### src/rtl/swerv_types_pkg.sv
// rtl/swerv_types_pkg.sv - shared types for the LSU/DMA DCCM arbiter
package swerv_types_pkg;

    typedef enum logic {
        LSU_PRI = 1'b0,
        DMA_PRI = 1'b1
    } dccm_arb_state_e;

    localparam int STARVE_MAX_DEFAULT = 7;
    localparam int STARVE_CNT_W       = 3;

endpackage

### src/rtl/lsu_dccm_rsp_buf.sv
// rtl/lsu_dccm_rsp_buf.sv - one-entry DMA read response buffer with DCCM data bypass
module lsu_dccm_rsp_buf #(
    parameter int DATA_W = 39
) (
    input  logic              clk,
    input  logic              rst_l,
    input  logic              freeze,
    input  logic              rd_grant,
    input  logic [DATA_W-1:0] rd_data,
    input  logic              rsp_ready,
    output logic              rsp_valid,
    output logic [DATA_W-1:0] rsp_rdata
);

    logic              pending;
    logic              buf_valid;
    logic [DATA_W-1:0] buf_data;
    logic              bypass;

    // Array data is presented straight through in the first unfrozen cycle
    // after the grant and only registered if the consumer is not ready.
    assign bypass    = pending & ~freeze & ~buf_valid;
    assign rsp_valid = buf_valid | bypass;
    assign rsp_rdata = bypass ? rd_data : buf_data;

    always_ff @(posedge clk or negedge rst_l) begin
        if (!rst_l) begin
            pending   <= 1'b0;
            buf_valid <= 1'b0;
            buf_data  <= '0;
        end else begin
            pending <= rd_grant | (pending & freeze);
            if (bypass) begin
                buf_data  <= rd_data;
                buf_valid <= ~rsp_ready;
            end else if (buf_valid && rsp_ready) begin
                buf_valid <= 1'b0;
            end
        end
    end

endmodule

### src/rtl/lsu_dccm_arb.sv
// rtl/lsu_dccm_arb.sv - LSU/DMA arbiter for the single DCCM port with DMA starvation guard
module lsu_dccm_arb
    import swerv_types_pkg::*;
#(
    parameter int DCCM_BITS  = 16,
    parameter int DATA_W     = 39,
    parameter int STARVE_MAX = STARVE_MAX_DEFAULT
) (
    input  logic                 clk,
    input  logic                 rst_l,
    input  logic                 lsu_freeze_dc3,
    input  logic                 lsu_rden,
    input  logic                 lsu_wren,
    input  logic [DCCM_BITS-1:0] lsu_rd_addr_lo,
    input  logic [DCCM_BITS-1:0] lsu_rd_addr_hi,
    input  logic [DCCM_BITS-1:0] lsu_wr_addr,
    input  logic [DATA_W-1:0]    lsu_wr_data,
    output logic                 lsu_stall,
    input  logic                 dma_req_valid,
    input  logic                 dma_req_write,
    input  logic [DCCM_BITS-1:0] dma_req_addr,
    input  logic [DATA_W-1:0]    dma_req_wdata,
    output logic                 dma_req_ready,
    output logic                 dma_rsp_valid,
    input  logic                 dma_rsp_ready,
    output logic [DATA_W-1:0]    dma_rsp_rdata,
    output logic                 dccm_rden,
    output logic                 dccm_wren,
    output logic [DCCM_BITS-1:0] dccm_rd_addr_lo,
    output logic [DCCM_BITS-1:0] dccm_rd_addr_hi,
    output logic [DCCM_BITS-1:0] dccm_wr_addr,
    output logic [DATA_W-1:0]    dccm_wr_data,
    input  logic [DATA_W-1:0]    dccm_rd_data_lo
);

    localparam logic [STARVE_CNT_W-1:0] CNT_SAT    = '1;
    localparam logic [STARVE_CNT_W-1:0] STARVE_LIM =
        (STARVE_MAX > 7) ? CNT_SAT : STARVE_CNT_W'(STARVE_MAX);

    dccm_arb_state_e         state, state_nxt;
    logic [STARVE_CNT_W-1:0] starve_cnt, starve_cnt_nxt;
    logic                    lsu_req;
    logic                    dma_can_issue;
    logic                    lsu_grant;
    logic                    dma_grant;

    assign lsu_req = lsu_rden | lsu_wren;

    // A read may only issue if its data has somewhere to land next cycle.
    assign dma_can_issue = dma_req_write | ~dma_rsp_valid | dma_rsp_ready;

    always_ff @(posedge clk or negedge rst_l) begin
        if (!rst_l) begin
            state      <= LSU_PRI;
            starve_cnt <= '0;
        end else begin
            state      <= state_nxt;
            starve_cnt <= starve_cnt_nxt;
        end
    end

    always_comb begin
        state_nxt      = state;
        starve_cnt_nxt = starve_cnt;
        lsu_grant      = 1'b0;
        dma_grant      = 1'b0;
        if (!lsu_freeze_dc3) begin
            case (state)
                LSU_PRI: begin
                    lsu_grant = lsu_req;
                    dma_grant = ~lsu_req & dma_req_valid & dma_can_issue;
                end
                DMA_PRI: begin
                    dma_grant = dma_req_valid & dma_can_issue;
                    lsu_grant = lsu_req & ~dma_grant;
                end
                default: ;
            endcase

            if (!dma_req_valid || dma_grant) begin
                starve_cnt_nxt = '0;
            end else if (starve_cnt != CNT_SAT) begin
                starve_cnt_nxt = starve_cnt + 1'b1;
            end

            if (state == DMA_PRI) begin
                if (dma_grant || !dma_req_valid) begin
                    state_nxt = LSU_PRI;
                end
            end else if (dma_req_valid && !dma_grant && starve_cnt_nxt >= STARVE_LIM) begin
                state_nxt = DMA_PRI;
            end
        end
    end

    always_comb begin
        dccm_rden       = 1'b0;
        dccm_wren       = 1'b0;
        dccm_rd_addr_lo = lsu_rd_addr_lo;
        dccm_rd_addr_hi = lsu_rd_addr_hi;
        dccm_wr_addr    = lsu_wr_addr;
        dccm_wr_data    = lsu_wr_data;
        if (lsu_grant) begin
            dccm_wren = lsu_wren;
            dccm_rden = lsu_rden & ~lsu_wren;
        end else if (dma_grant) begin
            dccm_wren = dma_req_write;
            dccm_rden = ~dma_req_write;
            if (dma_req_write) begin
                dccm_wr_addr = dma_req_addr;
                dccm_wr_data = dma_req_wdata;
            end else begin
                dccm_rd_addr_lo = dma_req_addr;
                dccm_rd_addr_hi = dma_req_addr;
            end
        end
    end

    assign lsu_stall     = ~lsu_freeze_dc3 & lsu_req & ~lsu_grant;
    assign dma_req_ready = dma_grant;

    lsu_dccm_rsp_buf #(
        .DATA_W(DATA_W)
    ) u_rsp_buf (
        .clk       (clk),
        .rst_l     (rst_l),
        .freeze    (lsu_freeze_dc3),
        .rd_grant  (dma_grant & ~dma_req_write),
        .rd_data   (dccm_rd_data_lo),
        .rsp_ready (dma_rsp_ready),
        .rsp_valid (dma_rsp_valid),
        .rsp_rdata (dma_rsp_rdata)
    );

endmodule

### config.mk
export PLATFORM = sky130hd
export DESIGN_NAME = lsu_dccm_arb
export DESIGN_NICKNAME = d
export VERILOG_FILES = /design/src/rtl/swerv_types_pkg.sv /design/src/rtl/lsu_dccm_rsp_buf.sv /design/src/rtl/lsu_dccm_arb.sv
export SDC_FILE = /design/constraint.sdc
export NUM_CORES = 1
export LEC_CHECK = 0
export BUFFER_PORTS_ARGS = -buffer_cell sky130_fd_sc_hd__buf_4
export CELL_PAD_IN_SITES_DETAIL_PLACEMENT = 0
export CELL_PAD_IN_SITES_GLOBAL_PLACEMENT = 1
export CORE_AREA = 2 2 126 128
export DETAILED_ROUTE_END_ITERATION = 8
export DIE_AREA = 0 0 128 130
export GPL_TIMING_DRIVEN = 0
export PLACE_DENSITY = 0.7
export RECOVER_POWER = 25
export SYNTH_ARGS = -nofsm -noshare
export SYNTH_HDL_FRONTEND = slang
export SYNTH_HIERARCHICAL = 1
export SYNTH_SLANG_ARGS = --single-unit
### constraint.sdc
create_clock -name clk -period 1.97 [get_ports clk]
set_input_delay 0.0985 -clock clk [delete_from_list [all_inputs] [get_ports clk]]
set_output_delay 0.0985 -clock clk [all_outputs]
set_load 0.01 [all_outputs]
==> key figures <==
Synthesis
  – Count leader, synth: mux2_2
  – Post-synth EDFFs: 0
  – Post-synth cell types: 33
  – Yosys top cell by area: dfrtp_1
  – Register bit count reported by yosys: 45
  – Post-synth top area share: 0.3456
  – Register area share after synthesis: 0.3456
  – Ys async rst share: 1.000
  – Main synth FF type: dfrtp_1
  – Avg Inst Size Synth: 14.17 um2
  – Syn Nets: 420
  – Mapped cell area: 0.003258 mm2
  – Synth warnings: 6
  – Top cells by count, synth: 66 x mux2_2, 60 x mux2_4, 45 x dfrtp_1, 9 x buf_6, 7 x nand2_1
  – Syn Inst Count: 230
  – Area contributors post-synth: dfrtp_1 35%, mux2_4 28%, mux2_2 23%

Die
  – Ports: 320
  – Die area: 0.01664 mm2
  – CORE AREA: 0.01542 mm2
  – # rows: 46
  – Die H: 130 um
  – Die Wd: 128 um
  – Initial Util: 0.2112

Power and ir drop
  – Net Switching: 1.105 mW
  – Sw Share: 0.2871
  – Share of power burned in registers: 0.330
  – Leakage power: 3.257 nW
  – Peak VDD IR: 0.4561 mV
  – Comb pwr share: 0.462
  – Power density over the cells: 625.3 mW/mm2
  – Clock share of power: 0.208
  – P_int: 2.745 mW

Timing
  – Period Utilization, post-route: 0.9844
  – Max Fclk: 515.6 MHz
  – Max-slew violations: 0
  – Rel. slew slack: 0.2579
  – Tmin final: 1939 ps
  – Tightest Pin Transition: 1113 ps
  – RSZ-0062 raised after global routing: true
  – # setup viols final: 0
  – Final worst slack: 30.64 ps
  – Final Hold Fails: 0
  – Clock skew: 6.645 ps

Critical path
  – Max FO, Critical Path: 10
  – CP Class: in -> out
  – R2R setup slack: 280 ps
  – R2R Path End: state
  – CP endpoint kind: output pin
  – FF-to-FF Start: starve_cnt[0]
  – CP arrival: 1840 ps
  – R2r worst-path depth: 4
  – CP Launch Type: input port
  – CP required: 1870 ps

Status
  – Status: finished clean

Cells and area
  – FF+latch area: 0.001127 mm2
  – Final-layout fill cell count: 1521
  – Area Overhead vs Synth: 89.02%
  – Fin area: 0.006158 mm2
  – Multi-input gate area: 0.002009 mm2
  – Share of cells above drive strength 1: 0.8564
  – Finished Core Util: 0.3993
  – Net count, final: 754

Detailed routing
  – DR vias: 3190
  – WL final: 13260 um
  – Iter 0 DRT Violations: 73
  – # DRC: 0
  – Antenna-violating nets left: 0
  – Average wire per standard cell: 17.49 um
  – Routed vias/inst: 4.208
  – DRT Pass-1 Iters: 4

Min path
  – Hold depth: 2
  – Type of the most critical hold path: in -> reg
  – Worst hold start: dccm_rd_data_lo[29]
  – Hold Path Sink: u_rsp_buf/buf_data[29]

Global routing
  – Initial antenna violation count: 2
  – GRT Max-Usage Layer: met2
  – Met1 GRT Util: 0.1686
  – Met3 Use GR: 0.04510
  – Tot GR Track Use: 0.1400
  – Largest net degree at the start of global routing: 46
  – Number of global-route vias before repair: 3182
  – Met2 Use GR: 0.2529
  – First-pass GRT wire length: 18010 um
  – Grt total ovfl: 0

Clocking
  – Worst-path clk slew: 60 ps
  – TritonCTS buffer count: 5
  – Root Driver: clkbuf_16
  – CTS sink cnt: 45
  – Clock Path Buffers: 2
  – Clock Latency Late Sink: 280 ps
  – Htree depth: 2
  – CTS tree: yes

Placed design
  – Pre-CTS WS: 140.9 ps
  – Dpl hpwl: 11410 um
  – GP Congestion: 0.7238
  – DP Area: 0.005893 mm2
  – I/O Buffers: 319

Flow run
  – Max Cap Viol: 0
==> cell families after synthesis <==
| family | after synthesis | synth area share |
|---|---|---|
| AOI/OAI and AO/OA | 20 | 0.04724 |
| muxes | 126 | 0.5046 |
| adders and majority gates | 1 | 0.003840 |
| and+or+nand+nor | 20 | 0.04916 |
| buffers and inverters | 18 | 0.04954 |
| DFF | 45 | 0.3456 |
==> state kept, by name, indices dropped and copies added (netlist names) <==
| name | cells |
|---|---|
| starve_cnt | 3 |
| u_rsp_buf/buf_data | 39 |
| u_rsp_buf/pending | 1 |
| u_rsp_buf/buf_valid | 1 |
| state | 1 |
==> final cells by class <==
cell class / count / area share
Inverter: 4 / 0.002438
Antenna cell: 2 / 0.0008127
Multi-Input combinational cell: 167 / 0.3263
Clock buffer: 5 / 0.02032
Buffer: 13 / 0.02357
Tap cell: 192 / 0.03901
Timing Repair Buffer: 328 / 0.4023
Clock inverter: 2 / 0.002235
Sequential cell: 45 / 0.1831
==> placed cells by master (no fill, tap or decap), types with 3 or more instances in the layout <==
master	netlist	final
buf_4	2	323
dfrtp_1	45	44
buf_6	9	9
mux2_4	60	61
inv_1	4	3
a21oi_1	4	4
nand2_1	7	6
nand2b_1	3	3
clkbuf_16	0	5
mux2_2	66	65
==> critical path, cell delays in order <==
cell           delay [ps]
dlygate4sd3_1         550
clkbuf_1              130
nand2b_1              180
nand4b_4              150
buf_6                 180
mux2_2                380
buf_4                 150
==> power by group through the flow <==
stage / Combinational, mW / Clock (mW) / Sequential [mW]
2_1_floorplan: 0.782 / 0 / 1.26
3_3_place_gp: 1.76 / 0 / 1.28
3_5_place_dp: 1.78 / 0 / 1.29
4_1_cts: 1.80 / 0.831 / 1.27
5_1_grt: 1.90 / 0.879 / 1.30
6_report: 1.78 / 0.800 / 1.27
==> metrics by stage <==
step	setup TNS [ps]	hold slack, ps	power, mW	instances
global placement	0	130.2	3.035	741
finish	0	60.83	3.851	758
detailed placement	0	138.6	3.071	741
CTS	-44.24	52.23	3.910	753
global route	-141.8	54.07	4.080	756
floorplan	0	-197.1	2.040	230
==> layer usage <==
| layer | part of all wire | up-vias |
|---|---|---|
| met4 | 0.0018 | 0 |
| met5 | 0 | - |
| li1 | - | 1524 |
| met1 | 0.38 | 1518 |
| met2 | 0.53 | 146 |
| met3 | 0.090 | 2 |
==> how the worst max path moves through the flow <==
stage | startpoint | end | slack (ps) | cells past startpoint
finish | dma_rsp_ready | dccm_rd_addr_hi[11] | 30 | 7
floorplan | u_rsp_buf/pending | dccm_rden | 310 | 6
global placement | u_rsp_buf/pending | dccm_rden | 130 | 7
detailed placement | u_rsp_buf/pending | dccm_rden | 140 | 7
CTS | u_rsp_buf/buf_valid | dccm_rden | -20 | 6
global route | u_rsp_buf/buf_valid | dccm_rden | -20 | 6
==> what timing repair did <==
| item | 4_1_cts | 5_1_grt |
|---|---|---|
| hold endpoints to repair | 46 | 0 |
| pin swaps | 3 | 2 |
| hold buffers | 2 | 0 |
| endpoints found under the setup margin | 15 | 28 |
| resized for setup | 6 | 6 |
| setup buffers | 4 | 3 |
(Power assumes the default switching activity.)
